### config.mk
export PLATFORM = sky130hd
export DESIGN_NAME = nn_xor_sched
export DESIGN_NICKNAME = d
export VERILOG_FILES = /design/src/rtl/nn_xor_sched.sv
export SDC_FILE = /design/constraint.sdc
export NUM_CORES = 1
export LEC_CHECK = 0
export CORE_ASPECT_RATIO = 0.9
export CORE_MARGIN = 4
export CORE_UTILIZATION = 56
export DETAILED_ROUTE_END_ITERATION = 10
export PLACE_DENSITY = 0.81
export SETUP_SLACK_MARGIN = 0.2
export SKIP_CTS_REPAIR_TIMING = 1
export SLEW_MARGIN = 15
export SYNTH_ARGS = -nofsm -noshare
export SYNTH_HDL_FRONTEND = slang
export SYNTH_SLANG_ARGS = --single-unit
### constraint.sdc
create_clock -name clk -period 1.7 [get_ports clk]
set_input_delay 0.255 -clock clk [delete_from_list [all_inputs] [get_ports clk]]
set_output_delay 0.255 -clock clk [all_outputs]
set_load 0.01 [all_outputs]
### src/rtl/nn_xor_sched.sv
`default_nettype none
// +----------------------------------------------------------------------------+
// | Module      : nn_xor_sched                                                 |
// | Description : Sequences H0, H1 and O of a 2-2-1 XOR network over one       |
// |               shared neuron+sigmoid datapath; holds the nine coefficients. |
// | Revision    : 1.0 - initial release                                        |
// +----------------------------------------------------------------------------+
module nn_xor_sched #(
    parameter int SIG_LAT = 0
) (
    input  logic       clk,
    input  logic       rst,
    input  logic       start,
    input  logic       x0,
    input  logic       x1,
    input  logic       cfg_we,
    input  logic [3:0] cfg_addr,
    input  logic [7:0] cfg_data,
    output logic       cfg_err,
    output logic       nx0,
    output logic       nx1,
    output logic [7:0] nw0,
    output logic [7:0] nw1,
    output logic [7:0] nbias,
    output logic       nvalid,
    input  logic       sig_in,
    output logic       busy,
    output logic       done,
    output logic       y
);

    localparam logic [2:0] c_st_idle = 3'd0;
    localparam logic [2:0] c_st_h0   = 3'd1;
    localparam logic [2:0] c_st_h1   = 3'd2;
    localparam logic [2:0] c_st_out  = 3'd3;
    localparam logic [2:0] c_st_done = 3'd4;

    localparam logic [2:0] c_last = 3'(SIG_LAT);

    // Entry 8 is the MSB slice: O bias down to H0 w0. Default network is OR/NAND/AND.
    localparam logic [8:0][7:0] c_coef_rst = {
        8'hE2, 8'd20, 8'd20,
        8'd30, 8'hEC, 8'hEC,
        8'hF6, 8'd20, 8'd20
    };

    logic [2:0]       r_state;
    logic [2:0]       r_wait;
    logic [8:0][7:0]  r_coef;
    logic             r_lx0;
    logic             r_lx1;
    logic             r_h0;
    logic             r_h1;
    logic             r_y;
    logic             r_cfg_err;

    logic             w_busy;
    logic             w_last;
    logic             w_addr_ok;

    assign w_busy    = (r_state != c_st_idle);
    assign w_last    = (r_wait == c_last);
    assign w_addr_ok = (cfg_addr <= 4'd8);

    always_ff @(posedge clk) begin
        if (rst) begin
            r_state   <= c_st_idle;
            r_wait    <= 3'd0;
            r_coef    <= c_coef_rst;
            r_lx0     <= 1'b0;
            r_lx1     <= 1'b0;
            r_h0      <= 1'b0;
            r_h1      <= 1'b0;
            r_y       <= 1'b0;
            r_cfg_err <= 1'b0;
        end else begin
            r_cfg_err <= cfg_we && (w_busy || !w_addr_ok);
            if (cfg_we && !w_busy && w_addr_ok) begin
                r_coef[cfg_addr] <= cfg_data;
            end

            case (r_state)
                c_st_idle: begin
                    if (start) begin
                        r_lx0   <= x0;
                        r_lx1   <= x1;
                        r_wait  <= 3'd0;
                        r_state <= c_st_h0;
                    end
                end
                c_st_h0, c_st_h1, c_st_out: begin
                    if (w_last) begin
                        r_wait <= 3'd0;
                        case (r_state)
                            c_st_h0: begin
                                r_h0    <= sig_in;
                                r_state <= c_st_h1;
                            end
                            c_st_h1: begin
                                r_h1    <= sig_in;
                                r_state <= c_st_out;
                            end
                            default: begin
                                r_y     <= sig_in;
                                r_state <= c_st_done;
                            end
                        endcase
                    end else begin
                        r_wait <= r_wait + 3'd1;
                    end
                end
                c_st_done: r_state <= c_st_idle;
                default:   r_state <= c_st_idle;
            endcase
        end
    end

    // Operands derive only from registers; coefficients are frozen while busy,
    // so the n* bus only moves at state boundaries.
    always_comb begin
        nx0    = 1'b0;
        nx1    = 1'b0;
        nw0    = 8'd0;
        nw1    = 8'd0;
        nbias  = 8'd0;
        nvalid = 1'b0;
        case (r_state)
            c_st_h0: begin
                nx0 = r_lx0; nx1 = r_lx1;
                nw0 = r_coef[0]; nw1 = r_coef[1]; nbias = r_coef[2];
                nvalid = 1'b1;
            end
            c_st_h1: begin
                nx0 = r_lx0; nx1 = r_lx1;
                nw0 = r_coef[3]; nw1 = r_coef[4]; nbias = r_coef[5];
                nvalid = 1'b1;
            end
            c_st_out: begin
                nx0 = r_h0; nx1 = r_h1;
                nw0 = r_coef[6]; nw1 = r_coef[7]; nbias = r_coef[8];
                nvalid = 1'b1;
            end
            default: ;
        endcase
    end

    assign busy    = w_busy;
    assign done    = (r_state == c_st_done);
    assign y       = r_y;
    assign cfg_err = r_cfg_err;

endmodule
`default_nettype wire

After elaboration in Yosys (flattened, before gate mapping)

Cells that the tools add are included.

Register bits: 84
Latch bits: 0
RAM bits: 0
Memory bits (read-only): 0
Input bits: 19
Word-level logic and storage cells: 63
Memories kept: 0

Add/sub/neg operators: 1
Multiply operators: 0
Divide/modulo/power cells: 0
$lt $le $gt $ge: 3
Eq/ne operators: 6
Shift-type cells: 0
Mux-type cells: 16
Bitwise operators: 1
Reduce and logical (&&, ||, !) cells: 19

Operators with widths:

| kind                                                              | number |
|---|---|
| bitwise mux 72 bit                                                | 1 |
| one-hot mux 8 bit (3 select lines)                                | 3 |
| demux 8 bit (select 4 bit)                                        | 1 |
| one-hot mux 3 bit (2 select lines)                                | 3 |
| two-way mux 3 bit                                                 | 4 |
| AND reduction 3 bit                                               | 3 |
| two-way mux 8 bit                                                 | 1 |
| equality test 3 x 2 -> 1 bit, second input constant               | 2 |
| zero test 3 bit                                                   | 2 |
| AND reduction 2 bit                                               | 3 |
| less-than comparator 4 x 5 -> 1 bit, second input constant        | 1 |
| greater-or-equal comparator 4 x 1 -> 1 bit, second input constant | 1 |
| less-or-equal comparator 4 bit, second input constant             | 1 |
| logical AND 1 bit                                                 | 4 |
| one-hot mux 1 bit (2 select lines)                                | 2 |
| adder 3 x 1 -> 3 bit, second input constant                       | 1 |
| equality test 3 x 1 -> 1 bit, second input constant               | 1 |
| equality test 3 bit, second input constant                        | 1 |
| nonzero test 3 bit                                                | 1 |
| OR reduction 3 bit                                                | 1 |
| zero test 1 bit                                                   | 2 |
| != test 2 x 1 -> 1 bit, second input constant                     | 1 |
| != test 2 bit, second input constant                              | 1 |
| nonzero test 2 bit                                                | 1 |
| 4 further kinds                                                   | 4 |

Logic depth before layout (Yosys ltp)

Word-level depth: 5
Mapped depth: 6

Worst setup path before layout

OpenSTA, ideal clock, no wires.

Path type: register -> output
Start point: reg r_state[0]
End point: out nbias[1]
Arrival: 1341 ps
Required time: 1445 ps
Setup slack: 104 ps
Stages on the path, launching flop included: 6
Buffers on the path: 3
Cell sequence: dfxtp_1 -> buf_2 -> buf_2 -> buf_2 -> nand3b_1 -> a21oi_1

Cells in the longest elaborated chain, start to end: 2

RTL lines:

| what                                                                                | RTL line | source |
|---|---|---|
| start: declaration                                                                  | 47       | `logic [2:0] r_state;` |
| start signal: assignment                                                            | 67       | `r_state <= c_st_idle;` |
| start signal: assignment                                                            | 88       | `r_state <= c_st_h0;` |
| start signal: assignment                                                            | 97       | `r_state <= c_st_h1;` |
| equality test 3 x 2 -> 1 bit / equality test 3 x 1 -> 1 bit (equally long branches) | 127      | `case (r_state)` |
| one-hot mux 8 bit (3 select lines) *                                                | 127      |  |
| end: declaration                                                                    | 24       | `output logic [7:0] nbias,` |

Every way passes the cells marked *; elsewhere a longest branch is shown, timed or not.

Worst setup path in the final report

Same ends and word-level chain as after synthesis.

==> results by group <==
Clock tree
  • Total CTS buffers: 9
  • Later-pin clock latency in the skew report: 360 ps
  • Worst-path clk slew: approximately 80 ps
  • Clock root buffer: clkbuf_8
  • CTS Buffer Depth: 2
  • CTS tree: yes
  • Clock sinks: 84
  • H-tree depth: 3

Floorplan
  • Ports: 50
  • CORE AREA: 7080 µm²
  • Die area: 8720 µm²
  • Initial core utilization: between 50% and 60%
  • Cell row count: 29
  • Die X: 98.0 µm
  • Die Ht: 89.0 µm

Timing
  • Unrepaired setup endpoints after global routing: true
  • Setup Total Neg Slack: -3350 ps
  • Fin crit share: 109%
  • Final Hold Violating Endpoints: 0
  • Fin. max-slew vios: 0
  • Final Worst Setup Slack: -146 ps
  • Rel. slew slack: around 65%
  • Tmin final: ~1800 ps
  • F_max: 542 MHz
  • Finish-stage setup viols: 48
  • Slew @ Worst Pin: ~520 ps
  • Clock skew: 11.1 ps

GRT
  • Gr usage total: 24.2%
  • Largest net degree at the start of global routing: 38
  • First-pass GRT wire length: 16.6 mm
  • Initial antenna violation count: 0
  • GRT overflow: 0
  • Vias in the first global route: approximately 3400

Power and ir drop
  • Comb power frac: 23.4%
  • Leak: ~2.6 nW
  • Switching part of the total: 27.9%
  • Clock power frac: 31.6%
  • Internal: 0.00327 W
  • PwrDens: 829 nW/µm²
  • IR drop worst, VDD: 0.000580 V
  • Reported net switching power: 0.00126 W
  • Share of power burned in registers: 45.0%

Hold path
  • Hold Path Sink: r_coef[25]
  • Tightest Hold Check Type: register to register
  • Hold path cells: 2
  • HP Start: r_coef[25]

Logic synthesis
  • Netlist cell types: 37
  • Syn Nets: 460
  • Async SR Flop Fraction: 0%
  • Most frequent cell after synthesis: dfxtp_1
  • Synth warn: 0
  • Synthesized area per cell: 9.29 µm²
  • Post-Syn Instances: 439
  • Synth area leaders: dfxtp_1 41%, mux2i_1 19%, nand2_1 6.9%
  • Mapped Area: 4080 µm²
  • Dominant synthesized flop cell: dfxtp_1
  • Yosys reg bits: 84
  • Seq/Total Area, Yosys: ~40%
  • Number of synthesized flops with an enable pin: 0
  • Synth area leader: dfxtp_1
  • Commonest cells in the netlist: 84 x dfxtp_1, 77 x mux2i_1, 75 x nand2_1
  • Post-synth top area share: 41.2%

Placement
  • HPWL Detailed: 7.01 mm
  • # placed instances: 589
  • Post-Place Cell Area: approximately 5000 µm²
  • # port buffers: 49
  • GP Congestion: roughly 0.8
  • Pre-CTS setup slack: -188 ps

Detailed routing
  • Vias per Instance: 5.78
  • Total wire length: 11.5 mm
  • First DRT Iteration DRCs: 180
  • Avg WL per Cell: 18.7 µm
  • DRT Pass-1 Iters: 4
  • DRC errors left: 0
  • Detail Route Antenna Nets: 0
  • Via Count: 3561

Worst setup path
  • Reg2reg setup slack: -50 ps
  • Startpoint types: register
  • Crit path launch: r_state[0]
  • Setup crit end kind: output port
  • Kind of critical path: register to output port
  • Data required, critical path: about 1400 ps
  • Worst Path Max Fanout: 8
  • Worst Path Arrival: around 1600 ps
  • Reg-to-reg startpoint: r_state[0]
  • Reg2Reg Depth: 7
  • Worst r2r dst: r_coef[34]

Run status
  • Status: finished with violations
  • Violations in the final reports: negative setup slack

Cells and area
  • Antenna fix cells: 0
  • Post-Layout Cell Count: between 600 and 700
  • Layout area overhead: 34.1%
  • Ratio of cells with drive above 1 in the final layout: 35.2%
  • Final instance area: roughly 5500 µm²
  • Final #Nets: 539

Flow run
  • Max Cap Violations: 0
## flip-flops by register name (all words and copies together) (netlist names)
register / cells
cfg_err: 1
r_coef: 72
r_h0: 1
r_h1: 1
r_lx0: 1
r_lx1: 1
r_state: 3
r_wait: 3
y: 1
## through the flow
step	util [%]	hold WS [ps]	total power (W)
detailed placement	70.4	451	0.00302
global placement	70.4	442	0.00300
floorplan	-	394	0.00259
global route	77.3	489	0.00470
CTS	73.4	464	0.00443
finish	77.3	461	0.00453
## cell type report
cell class	count	area, µm²
clock inverters	2	15.0
multi-input cells	318	2500
flip-flops and latches	84	1700
well taps	93	116
repair buffers	101	936
inverters	4	15.0
clock buffers	14	193
fillers	452	1610
## power by group through the flow
stage	Combinational (W)	Clock (W)	Sequential, W
5_1_grt	0.00112	0.00153	0.00204
3_3_place_gp	0.000920	0	0.00209
2_1_floorplan	0.000522	0	0.00207
3_5_place_dp	0.000935	0	0.00209
6_report	0.00106	0.00143	0.00204
4_1_cts	0.000943	0.00144	0.00204
## worst max-delay path by stage
stage                           to  slack, ps  cells after the start
after floorplan           nbias[1]        190                      5
after global routing      nbias[7]       -220                      6
after CTS                      nx0       -600                      5
final                     nbias[1]       -150                      6
after global placement    nbias[5]       -180                      5
after detailed placement  nbias[2]       -190                      5
## layer usage
layer	routed length (µm)	track usage (%)	vias up
met5	0	0	-
li1	-	-	1667
met1	4860	29.9	1759
met4	256	8.30	0
met3	639	6.40	22
met2	5780	41.7	113
## logic make-up (layout without fill, tap and decap cells)
logic type,count (synthesis),in the layout,share of synthesized area [%]
AOI/OAI and AO/OA,35,35,5.18
xor gates and xnor gates,2,2,0.430
adders and majority gates,2,2,0.613
buffers and inverters,37,121,4.45
DFF,84,84,41.2
muxes,101,101,25.5
and+or+nand+nor,178,178,22.6
## worst max-delay path, stage by stage, from the launching register on
cell     delay (ps)
dfxtp_4         400
buf_12          130
buf_12          140
mux2_4          310
nand2_2          70
a21oi_2          60
buf_2           140
## layout by cell type, fill, tap and decap left out, drive strengths merged, types with 2 or more instances in the layout
cell	n
or3	2
and3	2
buf	70
inv	4
mux2i	77
nand2	75
nor2b	4
ha	2
nor2	51
dlymetal6s2s	5
nor3	4
a22o	2
a22oi	3
dfxtp	84
clkdlybuf4s50	18
mux2	24
nand3	6
nor4b	2
clkinvlp	2
xor2	2
a2111oi	2
nand3b	22
clkbuf	22
nand4b	3
nand4	3
a21oi	24
Power figures use the tool's default switching activity.
